$ cat config.mk
export PLATFORM = sky130hd
export DESIGN_NAME = kalman_state_uart_tx
export DESIGN_NICKNAME = d
export VERILOG_FILES = /design/src/rtl/kalman_state_uart_tx.sv
export SDC_FILE = /design/constraint.sdc
export NUM_CORES = 1
export LEC_CHECK = 0
export BUFFER_PORTS_ARGS = -buffer_cell sky130_fd_sc_hd__buf_2
export CORE_MARGIN = 2
export CORE_UTILIZATION = 39
export CTS_CLUSTER_SIZE = 12
export DETAILED_ROUTE_END_ITERATION = 6
export SKIP_LAST_GASP = 1
export SYNTH_ARGS = -nofsm -noshare
export SYNTH_HDL_FRONTEND = slang
export SYNTH_SLANG_ARGS = --single-unit
$ cat constraint.sdc
create_clock -name clk -period 2 [get_ports clk]
set_input_delay 0.4 -clock clk [delete_from_list [all_inputs] [get_ports clk]]
set_output_delay 0.4 -clock clk [all_outputs]
set_load 0.01 [all_outputs]
$ cat src/rtl/kalman_state_uart_tx.sv
// UART transmitter for one Kalman state estimate. Each frame is a sync header,
// the state words (MSB byte first) and an XOR checksum, sent as 8N1 and LSB first.
module kalman_state_uart_tx #(
  parameter int         WIDTH        = 16,
  parameter int         nos          = 3,
  parameter int         intDigits    = 4,
  parameter int         CLKS_PER_BIT = 868,
  parameter logic [7:0] HEADER       = 8'hA5
) (
  input  logic             clk,
  input  logic             reset,
  input  logic             clk_en,
  input  logic             start,
  input  logic [WIDTH-1:0] State [0:nos-1],
  output logic             tx,
  output logic             busy,
  output logic             done
);

  localparam int NDATA  = nos * WIDTH / 8;
  localparam int NBYTES = NDATA + 2;
  localparam int SW     = nos * WIDTH;
  localparam int BAUD_W = $clog2(CLKS_PER_BIT);
  localparam int BYTE_W = $clog2(NBYTES);

  localparam logic [BAUD_W-1:0] BAUD_LAST = BAUD_W'(CLKS_PER_BIT - 1);
  localparam logic [BYTE_W-1:0] BYTE_LAST = BYTE_W'(NBYTES - 1);

  // The fixed-point split never changes the framing; only the word size must be whole bytes.
  if ((WIDTH % 8) != 0 || CLKS_PER_BIT < 2 || intDigits > WIDTH) begin : g_param_check
    $error("kalman_state_uart_tx: illegal parameter combination");
  end

  typedef enum logic [1:0] {
    S_IDLE,
    S_START,
    S_DATA,
    S_STOP
  } state_e;

  state_e            state_q;
  logic [BAUD_W-1:0] baud_q;
  logic [2:0]        bit_q;
  logic [BYTE_W-1:0] byte_q;
  logic [SW-1:0]     shadow_q;
  logic [SW-1:0]     shadow_d;
  logic              tx_q;
  logic              busy_q;
  logic              done_q;
  logic [7:0]        chk;
  logic [7:0]        cur_byte;

  // State[0] sits in the top bits so byte j of the frame payload is a simple downward slice.
  always_comb begin
    shadow_d = '0;
    for (int k = 0; k < nos; k++) begin
      shadow_d[SW-1-k*WIDTH -: WIDTH] = State[k];
    end
  end

  // NOTE: every signal written here gets a default first, so no latch is inferred.
  always_comb begin
    chk      = '0;
    cur_byte = HEADER;
    for (int j = 0; j < NDATA; j++) begin
      chk = chk ^ shadow_q[SW-1-8*j -: 8];
      if (byte_q == BYTE_W'(j + 1)) cur_byte = shadow_q[SW-1-8*j -: 8];
    end
    if (byte_q == BYTE_LAST) cur_byte = chk;
  end

  // NOTE: sequential state uses non-blocking assignments only, so every register
  // samples the pre-edge values regardless of statement order.
  always_ff @(posedge clk or negedge reset) begin
    if (!reset) begin
      // NOTE: the shadow register is a plain register bank, not a RAM, so it can be
      // cleared here and an aborted frame leaves no stale payload behind.
      state_q  <= S_IDLE;
      baud_q   <= '0;
      bit_q    <= '0;
      byte_q   <= '0;
      shadow_q <= '0;
      tx_q     <= 1'b1;
      busy_q   <= 1'b0;
      done_q   <= 1'b0;
    end else begin
      // done is a single-cycle pulse and must drop even while clk_en is low.
      done_q <= 1'b0;
      if (clk_en) begin
        case (state_q)
          S_IDLE: begin
            if (start) begin
              shadow_q <= shadow_d;
              busy_q   <= 1'b1;
              tx_q     <= 1'b0;
              baud_q   <= '0;
              bit_q    <= '0;
              byte_q   <= '0;
              state_q  <= S_START;
            end
          end
          S_START: begin
            if (baud_q == BAUD_LAST) begin
              baud_q  <= '0;
              bit_q   <= '0;
              tx_q    <= cur_byte[0];
              state_q <= S_DATA;
            end else begin
              baud_q <= baud_q + 1'b1;
            end
          end
          S_DATA: begin
            if (baud_q == BAUD_LAST) begin
              baud_q <= '0;
              if (bit_q == 3'd7) begin
                tx_q    <= 1'b1;
                state_q <= S_STOP;
              end else begin
                bit_q <= bit_q + 3'd1;
                tx_q  <= cur_byte[bit_q + 3'd1];
              end
            end else begin
              baud_q <= baud_q + 1'b1;
            end
          end
          S_STOP: begin
            if (baud_q == BAUD_LAST) begin
              baud_q <= '0;
              if (byte_q == BYTE_LAST) begin
                busy_q  <= 1'b0;
                done_q  <= 1'b1;
                state_q <= S_IDLE;
              end else begin
                byte_q  <= byte_q + 1'b1;
                tx_q    <= 1'b0;
                state_q <= S_START;
              end
            end else begin
              baud_q <= baud_q + 1'b1;
            end
          end
          default: state_q <= S_IDLE;
        endcase
      end
    end
  end

  assign tx   = tx_q;
  assign busy = busy_q;
  assign done = done_q;

endmodule
Word level (Yosys, flattened, before mapping)
Cells that the tools add are included.
- $add $sub $neg: 3
- mux-type cells: 42
- reductions and logical operators: 11
- equality and inequality tests: 20
- $lt $le $gt $ge: 1
- bitwise operators: 5
- operators with widths (operator ; count):
    $mux 8 ; 7
    $xor 8x8->8 ; 5
    $mux 10 ; 2
    $pmux 10 s2 ; 1
    $mux 3 ; 6
    $reduce_and 6->1 ; 3
    $ne 2x2->1 const B ; 8
    $eq 3x3->1 const B ; 5
    $mux 1 ; 15
    $add 10x1->10 const B ; 1
    $eq 10x10->1 const B ; 1
    $mux 2 ; 5
    $reduce_and 5->1 ; 2
    $pmux 3 s3 ; 1
    $pmux 2 s4 ; 1
    $add 3x1->3 const B ; 2
    $eq 3x2->1 const B ; 2
    $pmux 3 s2 ; 1
    $eq 2x2->1 const B ; 2
    $lt 3x4->1 const B ; 1
    $pmux 1 s4 ; 1
    $bmux 1 s3 ; 1
    $eq 3x1->1 const B ; 1
    $reduce_and 3->1 ; 1
    other kinds (7) ; 7
- output and inout port bits: 3
- input bits: 52
- word-level logic and storage cells: 90
- flip-flop bits (word level): 69

Longest topological paths before layout
Gate-level depths: netlist (run 1).
- word-level depth: 13
- depth in mapped cells: 10
- mapped depth without buffers: 8

Worst setup path before layout (run 1)
No wires, ideal clock.
- kind: reg2reg
- start point: reg byte_q[2]
- end point: reg tx_q (netlist: tx)
- data required time: 1922 ps
- cell stages (with the launch flop): 10
- period minus slack after synthesis: 2124 ps
- setup slack: -124 ps
- arrival time: 2046 ps
- cell sequence: dfrtp_1 -> buf_2 -> inv_1 -> ha_1 -> or4b_1 -> o211ai_1 -> a21oi_1 -> o221ai_1 -> o211ai_1 -> a41oi_2
- longest elaborated chain between the ends: 13
- elaborated cells between the ends (all ways): 22
- those cells by class: eq/ne (8); mux (13); reduce/logical (1)
- RTL lines (element ; line ; RTL):
    start, declared ; 44 ; logic [BYTE_W-1:0] byte_q;
    start signal, assigned ; 134 ; byte_q <= byte_q + 1'b1;
    $eq 3x1->1 ; 67 ; if (byte_q == BYTE_W'(j + 1)) cur_byte = shadow_q[SW-1-8*j -: 8];
    $mux 8 (6 in a row) ; 67 ;
    $mux 8 ; 69 ; if (byte_q == BYTE_LAST) cur_byte = chk;
    $bmux 1 s3 ; 120 ; tx_q <= cur_byte[bit_q + 3'd1];
    $mux 1 (not written as such) ; 120 ;
    $mux 1 ; 115 ; if (bit_q == 3'd7) begin
    $mux 1 ; 113 ; if (baud_q == BAUD_LAST) begin
    $pmux 1 s4 ; 90 ; case (state_q)
    end signal, assigned ; 106 ; tx_q <= cur_byte[0];
    end signal, assigned ; 120 ;
    end, declared ; 47 ; logic tx_q;
Parallel ways exist; a longest one is shown, timed or not. The select of a mux whose other input is x is not followed.
A chain may end at the register's enable or synchronous reset.

Final worst setup path (run 1)
- start point: reg byte_q[1]
- end point: reg tx_q (netlist: tx)
Same word-level chain as after synthesis.

==> results of run 1 <==
==> layer usage <==
| layer | share of wire | wire [um] |
|---|---|---|
| met1 | 0.47 | 4320 |
| met4 | 0.023 | 208 |
| met3 | 0.044 | 405 |
| met5 | 0 | 0 |
| met2 | 0.46 | 4190 |
==> path summary, 6_finish.rpt <==
| check | to | cells past startpoint | start | slack (ps) |
|---|---|---|---|---|
| setup / recovery | tx | 8 | byte_q[1] | -120 |
| hold / removal | shadow_q[47] | 2 | reset | 70 |
| setup reg to reg | tx | 8 | byte_q[1] | -120 |
| hold reg to reg | bit_q[1] | 1 | bit_q[1] | 530 |
| max in group asynchronous | tx | 2 | reset | 1620 |
| min in group clk | shadow_q[39] | 2 | State[39] | 270 |
==> final cells by class <==
| class | count | area [sq um] |
|---|---|---|
| well taps | 136 | 170 |
| flip-flops and latches | 69 | 1730 |
| clock inverters | 2 | 35.0 |
| repair buffers | 89 | 571 |
| clock buffers | 14 | 163 |
| multi-input cells | 274 | 2280 |
| inverters | 14 | 52.6 |
| fillers | 953 | 5240 |
==> logic make-up after synthesis <==
| family | Yosys count | share of synthesized area |
|---|---|---|
| buffers and inverters | 32 | 0.0334 |
| flip-flops | 69 | 0.423 |
| AO/OA/AOI/OAI | 75 | 0.130 |
| XOR/XNOR | 42 | 0.103 |
| adder cells (fa/ha/maj) | 14 | 0.0428 |
| multiplexers | 56 | 0.152 |
| AND/OR/NAND/NOR | 87 | 0.115 |
==> critical path, delay by kind of cell, from the launching register on <==
| kind | cells | cell delay, ps |
|---|---|---|
| compound gates | 5 | 710 |
| simple gates | 1 | 520 |
| fa+ha+maj | 2 | 410 |
| flops | 1 | 410 |
==> cell usage in the layout (no fill, tap or decap), types with 6 or more instances in the layout <==
cell and count:
nor2_1 15, clkbuf_8 11, buf_2 54, mux2i_1 6, buf_4 32, o21ai_0 20, nand2b_1 7, nand2_1 24
ha_1 10, xnor2_1 31, xor2_1 7, nor2b_1 10, dfrtp_1 68, a21oi_1 11, inv_1 11, mux2_2 50
==> sequential cells by signal (all words and copies together), names as in the netlist <==
| signal | flops |
|---|---|
| bit_q | 3 |
| state_q | 2 |
| done | 1 |
| busy | 1 |
| byte_q | 3 |
| tx | 1 |
| baud_q | 10 |
| shadow_q | 48 |
==> per-stage QoR <==
| stage | cells | TNS [ps] |
|---|---|---|
| global placement | 580 | -83.3 |
| detailed placement | 580 | -126 |
| global route | 598 | -238 |
| CTS | 596 | -113 |
| finish | 598 | -123 |
| floorplan | 375 | -0.624 |
==> power groups by stage <==
stage	clock, mW	sequential (mW)	combinational, mW
after floorplan	0	2.39	2.25
after global placement	0	2.58	2.76
after detailed placement	0	2.59	2.80
after CTS	1.19	2.57	2.83
after global routing	1.26	2.66	3.10
final	1.16	2.57	2.83
==> what timing repair did <==
item | CTS | global route
pin swaps | 4 | 3
setup buffers | 0 | 2
resized for setup | 2 | 6
endpoints found under the setup margin | 1 | 5
==> impl_metrics.tcl, run 1 <==
set metrics [dict create \
    status "finished, violations left" \
    violations "setup timing" \
    htree_levels 3 \
    setup_viol 1 \
    busiest_layer "met2" \
    p_total_mw 6.55 \
    hold_class "input port to asynchronous set/reset pin" \
    vdd_drop_max_mv 0.820 \
    clkLatencyLatePin_ps 350 \
    synth_most_common_cell "dfrtp_1" \
    pwr-share-clk 0.177 \
    switching_share 0.334 \
    die_w_um 106 \
    startpoint_type "flop" \
    crit_arrival_ps 2400 \
    critPathMaxStageDelay_ps 520 \
    fmax_ghz 0.471 \
    async_flop_share 1.00 \
    drt_first_pass_iters 4 \
    dieArea_sq_um 11300 \
    antenna_found_initial 0 \
    cts_buffers 9 \
    maxCapViolCount 0 \
    vias 3147 \
    required_ps 2270 \
    p_leak_nw 2.19 \
    port_buffers 54 \
    timing.final.ws_setup_ps -123 \
    clockRootBuffer "clkbuf_8" \
    avgViaCountPerCell 5.26 \
    wirelength_mm 9.12 \
    dp_hpwl_mm 6.76 \
    place_area_sq_um 4760 \
    grt_use_total 0.176 \
    ant_nets 0 \
    grt_use_met1 0.232 \
    rsz0062_at_grt "true" \
    ys_seq_elements 69 \
    place_ws_ps -126 \
    power_frac_seq 0.392 \
    critical_path.cell_chain "ha_2 > ha_4 > or4b_4 > o221ai_2 > o21a_1 > a211oi_1 > o211ai_1 > a41oi_2" \
    die_h_um 106 \
    core-area_sq_um 10200 \
    syn_avg_cell_area_sq_um 10.9 \
    grt_pass1_vias 3183 \
    dr.first_iter.drc_count 133 \
    area_growth_pct 22.2 \
    fin_skew_ps 10.2 \
    period_share 1.06 \
    grt_max_degree 70 \
    ios 55 \
    yosysUniqueCellTypes 62 \
    synth_largest_area_cell "dfrtp_1" \
    clk_path_buf_depth 2 \
    drive_above_1_share 0.372 \
    drc 0 \
    synthTopCellsByArea "dfrtp_1, mux2_2, xnor2_1" \
    cp_slowest_cell "or4b_4" \
    diodes 0 \
    use_met2 0.268 \
    tightest_slew_ps 374 \
    crit_fanout 7 \
    overflow 0 \
    relSlewSlack 0.751 \
    fin_hold_ws_ps 65.6 \
    post_drt_wl_per_cell_um 15.3 \
    syn_inst 375 \
    worstSetupPathType "flop to flop" \
    cts_tree "built" \
    yosysWarnings 0 \
    synth-edff-count 0 \
    rows 37 \
    final_area_sq_um 5000 \
    hold_viol 0 \
    internal_power_mw 4.36 \
    final_max_slew_viol_count 0 \
    synth_area_sq_um 4090 \
    yosysTopAreaCellShare 0.416 \
    final.min_clock_period_ps 2120 \
    power_switching_mw 2.19 \
    ctsHoldBuffers 0 \
    utilization 0.488 \
    synth_common_cells "dfrtp_1, mux2_2, xnor2_1, nand2_1, o21ai_0" \
    ys_seq_area_frac 0.423 \
    synthFlopType "dfrtp_1" \
    cts.sinks 69 \
    powerDensity_nw_per_um2 1310 \
    syn-num-nets 441 \
    grt_pass1_wl_mm 15.5 \
    nets 523 \
    met3_usage 0.0503 \
    path_clk_slew_ps 70 \
    combinationalPowerShare 0.432 \
    initial_utilization 0.400 \
    critPathCaptureType "flop" \
    gp_congestion 0.892 \
]
Power figures use the tool's default switching activity.
==> inputs of run 2 (changes only) <==
--- a/config.mk
+++ b/config.mk
@@ -6,7 +6,7 @@
 export NUM_CORES = 1
 export LEC_CHECK = 0
 export BUFFER_PORTS_ARGS = -buffer_cell sky130_fd_sc_hd__buf_2
-export CORE_MARGIN = 2
+export CORE_MARGIN = 10
 export CORE_UTILIZATION = 39
 export CTS_CLUSTER_SIZE = 12
 export DETAILED_ROUTE_END_ITERATION = 6
==> impl_metrics.tcl, run 2 (synthesis gave the netlist of run 1 again) <==
set metrics [dict create \
    status "finished, violations left" \
    violations "setup timing" \
    post_drt_wl_per_cell_um 16.6 \
    rsz0062_at_grt "true" \
    rows 37 \
    dieArea_sq_um 15000 \
    initial_utilization 0.398 \
    period_share 1.08 \
    overflow 0 \
    startpoint_type "flop" \
    diodes 0 \
    grt_pass1_wl_mm 16.4 \
    worstSetupPathType "flop to flop" \
    top_register "shadow_q" \
    dr.first_iter.drc_count 186 \
    area_growth_pct 23.0 \
    num-fill-cells 961 \
    crit_arrival_ps 2450 \
    path_clk_slew_ps 80 \
    crit_fanout 8 \
    clkLatencyLatePin_ps 350 \
    final_common_cell "dfrtp_1" \
    critPathCaptureType "flop" \
    grt_pass1_vias 3238 \
    drc 0 \
    grt_max_degree 70 \
    cp_top_family "compound AO/OA/AOI/OAI gates" \
    critical_path.cell_chain "ha_4 > ha_4 > or4b_4 > o211ai_1 > a21oi_1 > o221ai_1 > o211ai_1 > a41oi_2" \
    hold_class "input port to asynchronous set/reset pin" \
    hold_viol 0 \
    grt_use_total 0.135 \
    vdd_drop_max_mv 0.630 \
    cp_slowest_cell "or4b_4" \
    ant_nets 0 \
    fin_skew_ps 6.27 \
    die_h_um 122 \
    ios 55 \
    dp_hpwl_mm 7.48 \
    gp_congestion 0.866 \
    cts_tree "built" \
    htree_levels 3 \
    antenna_found_initial 0 \
    p_leak_nw 2.20 \
    cts.sinks 69 \
    powerDensity_nw_per_um2 1320 \
    port_buffers 54 \
    drt_first_pass_iters 5 \
    fmax_ghz 0.461 \
    avgViaCountPerCell 5.29 \
    final_max_slew_viol_count 0 \
    vias 3167 \
    clk_path_buf_depth 2 \
    maxCapViolCount 0 \
    largest_register_ffs 48 \
    die_w_um 122 \
    wirelength_mm 9.96 \
    timing.final.ws_setup_ps -169 \
    critPathMaxStageDelay_ps 510 \
    drive_above_1_share 0.382 \
    final_cell_mix "dfrtp_1, buf_2, mux2_2" \
    path_buf_inv 0 \
    clockRootBuffer "clkbuf_8" \
    required_ps 2280 \
    ctsHoldBuffers 0 \
    cts_buffers 9 \
    final.min_clock_period_ps 2170 \
    tns_ps -169 \
    relSlewSlack 0.750 \
    setup_viol 1 \
    core-area_sq_um 10300 \
    nets 524 \
    top_regs "shadow_q: 48 flops, baud_q: 10 flops" \
    tightest_slew_ps 374 \
    place_ws_ps -194 \
]
## run 2: changes by cell type in the layout (fill, tap and decap cells not counted), moves of 2 or more
cell	delta
dfrtp_2	+2
dfrtp_1	-2
clkbuf_1	-3
clkinvlp_4	+2
buf_4	+2
ha_2	-2
ha_4	+2
## run 2: metal layers
layer | global-route usage | routed length [um]
met1 | 0.172 | 4510
met2 | 0.219 | 4720
met3 | 0.0317 | 552
met4 | 0.0523 | 172
met5 | 0 | 0
## run 2: layout make-up
cell class                 instances  area, sq um  share of cell area
clock buffer                      11          151              0.0301
clock inverter                     5         58.8              0.0117
inverter                          14         52.6              0.0104
multi-input combinational        274         2300               0.458
sequential                        69         1730               0.344
tap                              136          170              0.0338
timing repair buffer              90          566               0.112
## run 2: path summary, 6_finish.rpt
kind / cells past startpoint / start / end / slack (ps)
max: 8 / byte_q[1] / tx / -170
min: 2 / reset / baud_q[3] / 60
max reg2reg: 8 / byte_q[1] / tx / -170
min reg2reg: 1 / baud_q[0] / baud_q[0] / 510
max in group asynchronous: 2 / reset / tx / 1610
min in group clk: 2 / State[19] / shadow_q[19] / 270
## run 2: metrics by stage
step           power [mW]   util  std cells  cell area, sq um  hold slack [ps]
2_1_floorplan        4.64      -        375              4110              104
5_1_grt              7.08  0.490        599              5030             80.7
4_1_cts              6.68  0.486        599              5000             74.7
3_3_place_gp         5.35  0.464        583              4770              456
3_5_place_dp         5.42  0.464        583              4770              462
6_report             6.63  0.490        599              5030             62.8
## run 2: what timing repair did
action                     4_1_cts  5_1_grt
resized for setup                4        8
hold endpoints to repair         0        0
buffers inserted                 0        0
gates cloned                     0        0
pin swaps                        2        2
setup endpoints to repair        1        5
## run 2: report_power, final
group | internal [mW] | switching (mW) | leakage, nW
Sequential | 1.96 | 0.626 | 0.846
Clock | 0.644 | 0.560 | 0.102
Combinational | 1.73 | 1.11 | 1.25
==> inputs of run 3 (changes only) <==
==> constraint.sdc (replaced) <==
create_clock -name clk -period 2.6 [get_ports clk]
set_input_delay 0.52 -clock clk [delete_from_list [all_inputs] [get_ports clk]]
set_output_delay 0.52 -clock clk [all_outputs]
set_load 0.01 [all_outputs]
==> impl_metrics.tcl, run 3 (synthesis gave the netlist of run 1 again) <==
set metrics [dict create \
    ant_nets 0 \
    critPathCaptureType "flop" \
    nets 503 \
    final_max_slew_viol_count 0 \
    vdd_drop_max_mv 0.464 \
    final_area_sq_um 4800 \
    cts.sinks 69 \
    use_met2 0.195 \
    rsz0062_at_grt "false" \
    cts_buffers 9 \
    gp_congestion 0.892 \
    setup_viol 0 \
    grt_pass1_vias 3139 \
    antenna_found_initial 0 \
    top_register "shadow_q" \
    die_h_um 122 \
    worstSetupPathType "flop to flop" \
    crit_fanout 9 \
    hold_class "input port to asynchronous set/reset pin" \
    hold_viol 0 \
    clockRootBuffer "clkbuf_8" \
    place_area_sq_um 4580 \
    ios 55 \
    diodes 0 \
    top_regs "shadow_q: 48 flops, baud_q: 10 flops" \
    timing.rr.start "byte_q[0]" \
    die_w_um 122 \
    crit_arrival_ps 2700 \
    area_growth_pct 17.5 \
    timing.final.ws_setup_ps 181 \
    wirelength_mm 9.48 \
    port_buffers 54 \
    status "finished, final reports clean" \
    final_cells 578 \
    post_cts_buffers 0 \
    rows 37 \
    grt_use_total 0.130 \
    grt_pass1_wl_mm 15.7 \
    met3_usage 0.0395 \
    largest_register_ffs 48 \
    drive_above_1_share 0.324 \
    startpoint "byte_q[0]" \
    final_cell_mix "dfrtp_1, buf_2, mux2_2" \
    drt_first_pass_iters 6 \
    required_ps 2880 \
    htree_levels 3 \
    tightest_slew_ps 560 \
    powerDensity_nw_per_um2 1050 \
    maxCapViolCount 0 \
    num-fill-cells 1006 \
    dr.first_iter.drc_count 194 \
    tns_ps 0 \
    cts_tree "built" \
    path_clk_slew_ps 80 \
    post_drt_wl_per_cell_um 16.4 \
    place_inst 562 \
    overflow 0 \
    dieArea_sq_um 15000 \
    final.min_clock_period_ps 2420 \
    place_ws_ps 195 \
    p_leak_nw 2.09 \
    fin_skew_ps 9.10 \
    drc 0 \
    initial_utilization 0.398 \
    grt_max_degree 34 \
    busiest_layer "met2" \
    startpoint_type "flop" \
    dp_hpwl_mm 7.25 \
    clk_path_buf_depth 2 \
    fmax_ghz 0.413 \
    vias 3001 \
    utilization 0.467 \
    clkLatencyLatePin_ps 350 \
    final_common_cell "dfrtp_1" \
    period_share 0.931 \
    grt_use_met1 0.176 \
    avgViaCountPerCell 5.19 \
    core-area_sq_um 10300 \
    relSlewSlack 0.626 \
]
## run 3: cell types whose count changed in the layout (fill, tap and decap cells not counted), sizes merged
| cell | previous run | this run |
|---|---|---|
| bufinv | 1 | 2 |
| clkinvlp | 2 | 0 |
| buf | 90 | 69 |
| clkbuf | 11 | 12 |
## run 3: worst max-delay path, cell delays in order (launching register included)
cell and delay, ps:
dfrtp_1 420, ha_1 240, ha_1 310, buf_4 210, or4bb_1 470, o211ai_1 110
a21oi_1 100, o221ai_1 190, o211ai_1 120, a41oi_2 180
## run 3: layout make-up
type,instances,area (sq um),area share
timing repair buffer,69,395,0.0823
clock buffer,12,155,0.0323
tap,136,170,0.0354
sequential,69,1730,0.360
clock inverter,4,70.1,0.0146
multi-input combinational,274,2230,0.465
inverter,14,52.6,0.0109
## run 3: through the flow
stage / hold slack [ps] / power, mW
after floorplan: 224 / 3.57
after global placement: 462 / 4.01
after detailed placement: 461 / 4.05
after CTS: 87.1 / 5.07
after global routing: 92.9 / 5.39
final: 82.3 / 5.02
## run 3: worst paths after layout
check                           cells after the start      endpoint  slack, ps
worst max-delay path                                9            tx        180
worst min-delay path                                1     baud_q[4]         80
worst max register to register                      9            tx        180
worst min register to register                      1      bit_q[1]        520
max in group asynchronous                           2            tx       1840
min in group clk                                    2  shadow_q[19]        390
## run 3: report_power, final
part           switching (mW)  internal [mW]  total (mW)  leakage [nW]
clock                   0.412          0.590        1.00         0.116
combinational           0.775           1.27        2.05          1.13
sequential              0.467           1.51        1.97         0.849
total                    1.65           3.37        5.02          2.09
## run 3: per-layer routing
layer  vias to the layer above  share of wire
met5                         -              0
met4                         0          0.013
met3                         7          0.057
met2                        75           0.44
met1                      1453           0.49
li1                       1466              -
## run 3: what timing repair did
action	in CTS	in global routing
hold buffers	0	0
setup endpoints to repair	0	1
resized for setup	0	1
